$ cat src/rtl/weight_buf_loader.sv
// Ping-pong weight buffer loader: turns per-layer descriptors into burst reads
// and fills buffers A/B strictly in order, releasing them on layer_done.
module weight_buf_loader #(
    parameter  int DATA_W    = 64,
    parameter  int ADDR_W    = 32,
    parameter  int BUF_AW    = 10,
    parameter  int MAX_BURST = 16,
    localparam int LEN_W     = $clog2(MAX_BURST) + 1
) (
    input  logic              clk,
    input  logic              rst,
    input  logic              desc_valid,
    output logic              desc_ready,
    input  logic [ADDR_W-1:0] desc_base,
    input  logic [BUF_AW:0]   desc_words,
    output logic              rd_req_valid,
    input  logic              rd_req_ready,
    output logic [ADDR_W-1:0] rd_req_addr,
    output logic [LEN_W-1:0]  rd_req_len,
    input  logic              rd_data_valid,
    input  logic [DATA_W-1:0] rd_data,
    output logic              wbuf_we,
    output logic              wbuf_sel,
    output logic [BUF_AW-1:0] wbuf_addr,
    output logic [DATA_W-1:0] wbuf_wdata,
    output logic              bufA_loaded,
    output logic              bufB_loaded,
    input  logic              layer_done,
    output logic              busy,
    output logic              err
);

    localparam int DEPTH = 1 << BUF_AW;
    localparam int BYTES = DATA_W / 8;

    localparam logic [1:0] ST_IDLE = 2'd0;
    localparam logic [1:0] ST_REQ  = 2'd1;
    localparam logic [1:0] ST_DATA = 2'd2;
    localparam logic [1:0] ST_MARK = 2'd3;

    logic [1:0]        state_q, state_d;
    logic              fill_ptr_q, fill_ptr_d;
    logic              rel_ptr_q, rel_ptr_d;
    logic [1:0]        loaded_q, loaded_d;
    logic [BUF_AW:0]   remaining_q, remaining_d;
    logic [ADDR_W-1:0] cur_addr_q, cur_addr_d;
    logic [BUF_AW-1:0] wr_idx_q, wr_idx_d;
    logic [LEN_W-1:0]  beat_cnt_q, beat_cnt_d;
    logic              wbuf_we_q, wbuf_we_d;
    logic              wbuf_sel_q, wbuf_sel_d;
    logic [BUF_AW-1:0] wbuf_addr_q, wbuf_addr_d;
    logic [DATA_W-1:0] wbuf_wdata_q, wbuf_wdata_d;
    logic              err_q, err_d;

    logic [LEN_W-1:0]  burst_len;
    logic [BUF_AW:0]   desc_count;
    logic              desc_hs;

    // Oversized descriptors are clamped to the buffer depth, which also keeps
    // wr_idx inside the buffer without any extra bounds logic.
    assign desc_count = (desc_words > (BUF_AW+1)'(DEPTH)) ? (BUF_AW+1)'(DEPTH) : desc_words;
    assign burst_len  = (remaining_q >= (BUF_AW+1)'(MAX_BURST)) ? LEN_W'(MAX_BURST)
                                                                : LEN_W'(remaining_q);
    assign desc_hs    = (state_q == ST_IDLE) && !loaded_q[fill_ptr_q] && desc_valid;

    always_comb begin
        // NOTE: every signal gets a default here so no path leaves it unassigned,
        // which is what keeps this block from inferring latches.
        state_d      = state_q;
        fill_ptr_d   = fill_ptr_q;
        rel_ptr_d    = rel_ptr_q;
        loaded_d     = loaded_q;
        remaining_d  = remaining_q;
        cur_addr_d   = cur_addr_q;
        wr_idx_d     = wr_idx_q;
        beat_cnt_d   = beat_cnt_q;
        wbuf_we_d    = 1'b0;
        wbuf_sel_d   = wbuf_sel_q;
        wbuf_addr_d  = wbuf_addr_q;
        wbuf_wdata_d = wbuf_wdata_q;
        err_d        = 1'b0;

        case (state_q)
            ST_IDLE: begin
                if (desc_hs) begin
                    cur_addr_d  = desc_base;
                    remaining_d = desc_count;
                    wr_idx_d    = '0;
                    state_d     = (desc_count == '0) ? ST_MARK : ST_REQ;
                end
            end
            ST_REQ: begin
                if (rd_req_ready) begin
                    beat_cnt_d  = burst_len;
                    remaining_d = remaining_q - (BUF_AW+1)'(burst_len);
                    cur_addr_d  = cur_addr_q + ADDR_W'(burst_len) * ADDR_W'(BYTES);
                    state_d     = ST_DATA;
                end
            end
            ST_DATA: begin
                if (rd_data_valid) begin
                    wbuf_we_d    = 1'b1;
                    wbuf_sel_d   = fill_ptr_q;
                    wbuf_addr_d  = wr_idx_q;
                    wbuf_wdata_d = rd_data;
                    wr_idx_d     = wr_idx_q + BUF_AW'(1);
                    beat_cnt_d   = beat_cnt_q - LEN_W'(1);
                    if (beat_cnt_q == LEN_W'(1)) begin
                        state_d = (remaining_q != '0) ? ST_REQ : ST_MARK;
                    end
                end
            end
            default: begin
                loaded_d[fill_ptr_q] = 1'b1;
                fill_ptr_d           = ~fill_ptr_q;
                state_d              = ST_IDLE;
            end
        endcase

        // MARK only targets an unloaded buffer, so it never collides with a release.
        if (layer_done) begin
            if (loaded_q[rel_ptr_q]) begin
                loaded_d[rel_ptr_q] = 1'b0;
                rel_ptr_d           = ~rel_ptr_q;
            end else begin
                err_d = 1'b1;
            end
        end

        if (rd_data_valid && (state_q != ST_DATA)) begin
            err_d = 1'b1;
        end
    end

    always_ff @(posedge clk) begin
        // NOTE: state registers use non-blocking assignments so every flop samples
        // the pre-edge values, independent of statement order.
        if (rst) begin
            state_q      <= ST_IDLE;
            fill_ptr_q   <= 1'b0;
            rel_ptr_q    <= 1'b0;
            loaded_q     <= 2'b00;
            remaining_q  <= '0;
            cur_addr_q   <= '0;
            wr_idx_q     <= '0;
            beat_cnt_q   <= '0;
            wbuf_we_q    <= 1'b0;
            wbuf_sel_q   <= 1'b0;
            wbuf_addr_q  <= '0;
            wbuf_wdata_q <= '0;
            err_q        <= 1'b0;
        end else begin
            state_q      <= state_d;
            fill_ptr_q   <= fill_ptr_d;
            rel_ptr_q    <= rel_ptr_d;
            loaded_q     <= loaded_d;
            remaining_q  <= remaining_d;
            cur_addr_q   <= cur_addr_d;
            wr_idx_q     <= wr_idx_d;
            beat_cnt_q   <= beat_cnt_d;
            wbuf_we_q    <= wbuf_we_d;
            wbuf_sel_q   <= wbuf_sel_d;
            wbuf_addr_q  <= wbuf_addr_d;
            wbuf_wdata_q <= wbuf_wdata_d;
            err_q        <= err_d;
        end
    end

    // Outputs are forced low while rst is high, before the synchronous reset lands.
    assign desc_ready   = !rst && (state_q == ST_IDLE) && !loaded_q[fill_ptr_q];
    assign rd_req_valid = !rst && (state_q == ST_REQ);
    assign rd_req_addr  = rd_req_valid ? cur_addr_q : '0;
    assign rd_req_len   = rd_req_valid ? burst_len : '0;
    assign wbuf_we      = !rst && wbuf_we_q;
    assign wbuf_sel     = !rst && wbuf_sel_q;
    assign wbuf_addr    = rst ? '0 : wbuf_addr_q;
    assign wbuf_wdata   = rst ? '0 : wbuf_wdata_q;
    assign bufA_loaded  = !rst && loaded_q[0];
    assign bufB_loaded  = !rst && loaded_q[1];
    assign busy         = !rst && (state_q != ST_IDLE);
    assign err          = !rst && err_q;

endmodule

$ cat config.mk
export PLATFORM = sky130hd
export DESIGN_NAME = weight_buf_loader
export DESIGN_NICKNAME = d
export VERILOG_FILES = /design/src/rtl/weight_buf_loader.sv
export SDC_FILE = /design/constraint.sdc
export NUM_CORES = 1
export LEC_CHECK = 0
export BUFFER_PORTS_ARGS = -buffer_cell sky130_fd_sc_hd__buf_2
export CELL_PAD_IN_SITES_DETAIL_PLACEMENT = 1
export CELL_PAD_IN_SITES_GLOBAL_PLACEMENT = 2
export CORE_MARGIN = 2
export CORE_UTILIZATION = 31
export CTS_CLUSTER_SIZE = 16
export DETAILED_ROUTE_END_ITERATION = 10
export GPL_TIMING_DRIVEN = 0
export PLACE_DENSITY_LB_ADDON = 0.1
export SYNTH_ARGS = -nofsm -noshare
export SYNTH_HDL_FRONTEND = slang
export SYNTH_SLANG_ARGS = --single-unit
$ cat constraint.sdc
create_clock -name clk -period 9.1 [get_ports clk]
set_input_delay 1.82 -clock clk [delete_from_list [all_inputs] [get_ports clk]]
set_output_delay 1.82 -clock clk [all_outputs]
set_load 0.05 [all_outputs]
==> implementation parameters <==
Parameter                              Value

STA
  Final-layout setup total negative slack    0 ns
  Maximum clock rate    169 MHz
  Max transition margin    44.4%
  Number of setup violations in the final report    0
  Number of failing hold endpoints at the final stage    0
  Max Transition Viols Final    0
  Final worst-path cycle share    64.9%
  RSZ-0062 raised after global routing    false
  Transition at the pin with the smallest max-transition slack    0.834 ns
  Fin worst setup slack    3.19 ns
  Min Clock Period, post-route    5.91 ns
  Final setup skew    0.0192 ns

Finish
  Layout fillers    2,778
  Most common cell after layout, fill and taps aside    buf_2
  Final cell utilization of the core    40.8%
  Commonest cells after routing, fill and taps aside    buf_2 (234), dfxtp_1 (141), nor2b_1 (85), o22a_1 (74), nand2_1 (65)
  Growth of design area from synthesis to finish    29.8%
  Fraction of layout cells with a size suffix above 1    26.7%
  Final Instance Count excl. Fillers    1,370
  Final net count    1,194

CTS
  Clock Sinks    141
  Number of gates resized after CTS    0
  Buffer type at the clock tree root    clkbuf_16
  Clock edge transition at the registers on the reported setup and hold paths    0.07 ns
  TritonCTS clock tree    yes
  TritonCTS Buffers    17
  CTS Hold Buffers Added    0
  Clk_lat worst skew    0.43 ns
  H-tree depth    4
  Clk buf depth    2
  Number of buffers inserted by post-CTS setup repair    0

Floorplanning
  Die boundary height    155 um
  Starting density of the core    31.4%
  IO Count    232
  Chip Width    155 um
  Floorplan Core Area    0.0226 mm^2
  Count of standard-cell rows    55
  Die area    0.0241 mm^2

GRT
  Via count of the first global-routing pass    7,377
  Global-route wire length before repair    42,400 um
  Number of antenna violations at the first check in global routing    2
  Pin count of the biggest net entering global routing    17
  GRT Residual Overflow    0
  Overall global routing resource usage    22.6%

Placed design
  Number of buffers added on ports    230
  GP Congestion    0.845
  Hpwl dp    20,300 um
  Post-Place Setup Slack    3.14 ns
  Placed insts    1,337

Power
  Overall Power    1.73 mW
  Leakage Power    4.11 nW
  Peak supply drop    122 uV
  Power density over cell area    188 mW/mm^2

Hold path
  Number of stages on the worst hold path    2
  Hold EP    cur_addr_q[1]
  Hold wc startpoint    cur_addr_q[1]
  Class of the tightest hold or removal check    flip-flop to flip-flop

Drt
  Detailed-route via count    7,208
  Detailed Routing Iterations Pass 1    4
  Post-route antenna net violation count    0
  Number of DRC violations after detailed routing    0
  Detailed Route Iter0 Violations    283
  Final wirelength    27,300 um
  Post-DR wirelength/cell    19.9 um
  Via density    5.26

Critical path
  Arrival time at the worst endpoint    4.09 ns
  Logic depth of the worst register-to-register path    13
  FF-to-FF Start    remaining_q[6]
  Crit path max fanout    10
  Data required time at the worst endpoint    7.28 ns
  Kind of launch point of the worst setup path    primary input
  Endpoint kind of the worst setup timing path    output port
  CP startpoint    rst
  Kind of critical path    primary input to output port
  R2r endpoint    cur_addr_q[23]
  Setup slack of the most critical reg-to-reg path    4.92 ns

Yosys
  Average cell area after synthesis    8.62 um^2
  Fraction of registers with async set or reset after synthesis    0%
  Area of the mapped netlist    0.00709 mm^2
  Total number of yosys warnings    0
  Post-Synthesis Cells    822
  Count of flip-flops with a built-in enable after synthesis    0
  Dominant synthesized flop cell    dfxtp_1
  Flop and latch count out of synthesis    141
  Net Count, Synth    945
  Count of cell types in the netlist    75
  Portion of the post-synthesis area used by sequential elements    39.8%

Outcome
  Outcome    completed

Run
  Max-capacitance violation count    0
[where the power goes]
part / switching [mW] / total, mW / internal, mW
Sequential: 0.0309 / 0.682 / 0.651
Combinational: 0.209 / 0.313 / 0.104
Clock: 0.322 / 0.739 / 0.417
Total: 0.562 / 1.73 / 1.17
[through the flow]
| stage | hold WS [ns] | area (um^2) |
|---|---|---|
| floorplan | 0.432 | 7090 |
| global placement | 0.442 | 8600 |
| detailed placement | 0.447 | 8600 |
| CTS | 0.457 | 9200 |
| global route | 0.475 | 9200 |
| finish | 0.453 | 9200 |
[layer usage]
metal	global-route usage, %	wire [um]	vias to the layer above
met2	38.7	13200	185
met5	0	0	-
met1	29.0	12300	3478
met3	4.71	1320	27
met4	6.42	429	0
li1	-	-	3518
[logic make-up (layout without fill, tap and decap cells)]
family,Yosys count,after routing,synth area share [%]
AO/OA/AOI/OAI,227,227,24.9
XOR/XNOR,8,8,0.988
other,1,2,0.0529
adder cells (fa/ha/maj),10,10,1.87
buffers and inverters,81,343,4.39
AND/OR/NAND/NOR,339,339,25.8
multiplexers,15,15,2.21
flip-flops,141,141,39.8
[cell type report]
class	instances	area (um^2)	area share, %
Clock inverter	14	174	1.89
Tap cell	285	357	3.87
Inverter	16	62.6	0.680
Clock buffer	18	429	4.66
Sequential cell	141	2820	30.7
Multi-Input combinational cell	600	3960	43.0
Antenna cell	1	2.50	0.0272
Buffer	65	249	2.71
Timing Repair Buffer	230	1150	12.5
[critical path: stages]
cell	delay, ns
clkbuf_1	0.39
clkbuf_1	0.49
clkbuf_1	0.51
buf_1	0.53
nor2_1	0.10
buf_2	0.23
[worst max path at each step]
stage | end | slack (ns) | cells after the start
floorplan | busy | 4.02 | 5
detailed placement | busy | 3.14 | 6
global route | busy | 2.90 | 6
CTS | busy | 3.12 | 6
global placement | busy | 3.11 | 6
finish | busy | 3.19 | 6
[flip-flops by register name (all words and copies together), names as in the netlist, 2 cells and up]
signal / cells
state_q: 2
remaining_q: 11
loaded_q: 2
wbuf_wdata_q: 64
beat_cnt_q: 5
cur_addr_q: 32
wbuf_addr_q: 10
wr_idx_q: 10
[synth_stat cells (3+ instances only)]
master / instances / area (um^2)
or4_1: 3 / 22.5
nand3b_1: 4 / 30.0
and4_1: 4 / 35.0
a21oi_1: 35 / 175
nand4_1: 9 / 56.3
nand3_1: 16 / 80.1
nor2_1: 62 / 233
nand2_1: 65 / 244
o21ai_0: 30 / 150
a31oi_1: 7 / 43.8
o22ai_1: 7 / 43.8
a311oi_1: 7 / 61.3
a211oi_1: 14 / 105
nor4_1: 5 / 31.3
and3_1: 43 / 269
xor2_1: 5 / 43.8
o211ai_1: 3 / 22.5
mux2i_1: 10 / 100
mux2_2: 5 / 56.3
nand2b_1: 3 / 18.8
and2_1: 3 / 18.8
nor2b_1: 85 / 532
ha_1: 9 / 113
clkbuf_1: 57 / 214
or3_1: 4 / 25.0
nor3_1: 19 / 95.1
buf_1: 4 / 15.0
a22oi_1: 9 / 67.6
a211o_1: 3 / 26.3
o22a_1: 74 / 648
xnor2_1: 3 / 26.3
o31a_1: 4 / 35.0
buf_2: 4 / 20.0
a2111oi_4: 3 / 82.6
and3b_1: 3 / 26.3
dfxtp_1: 141 / 2820
inv_1: 15 / 56.3
Power figures use the tool's default switching activity.
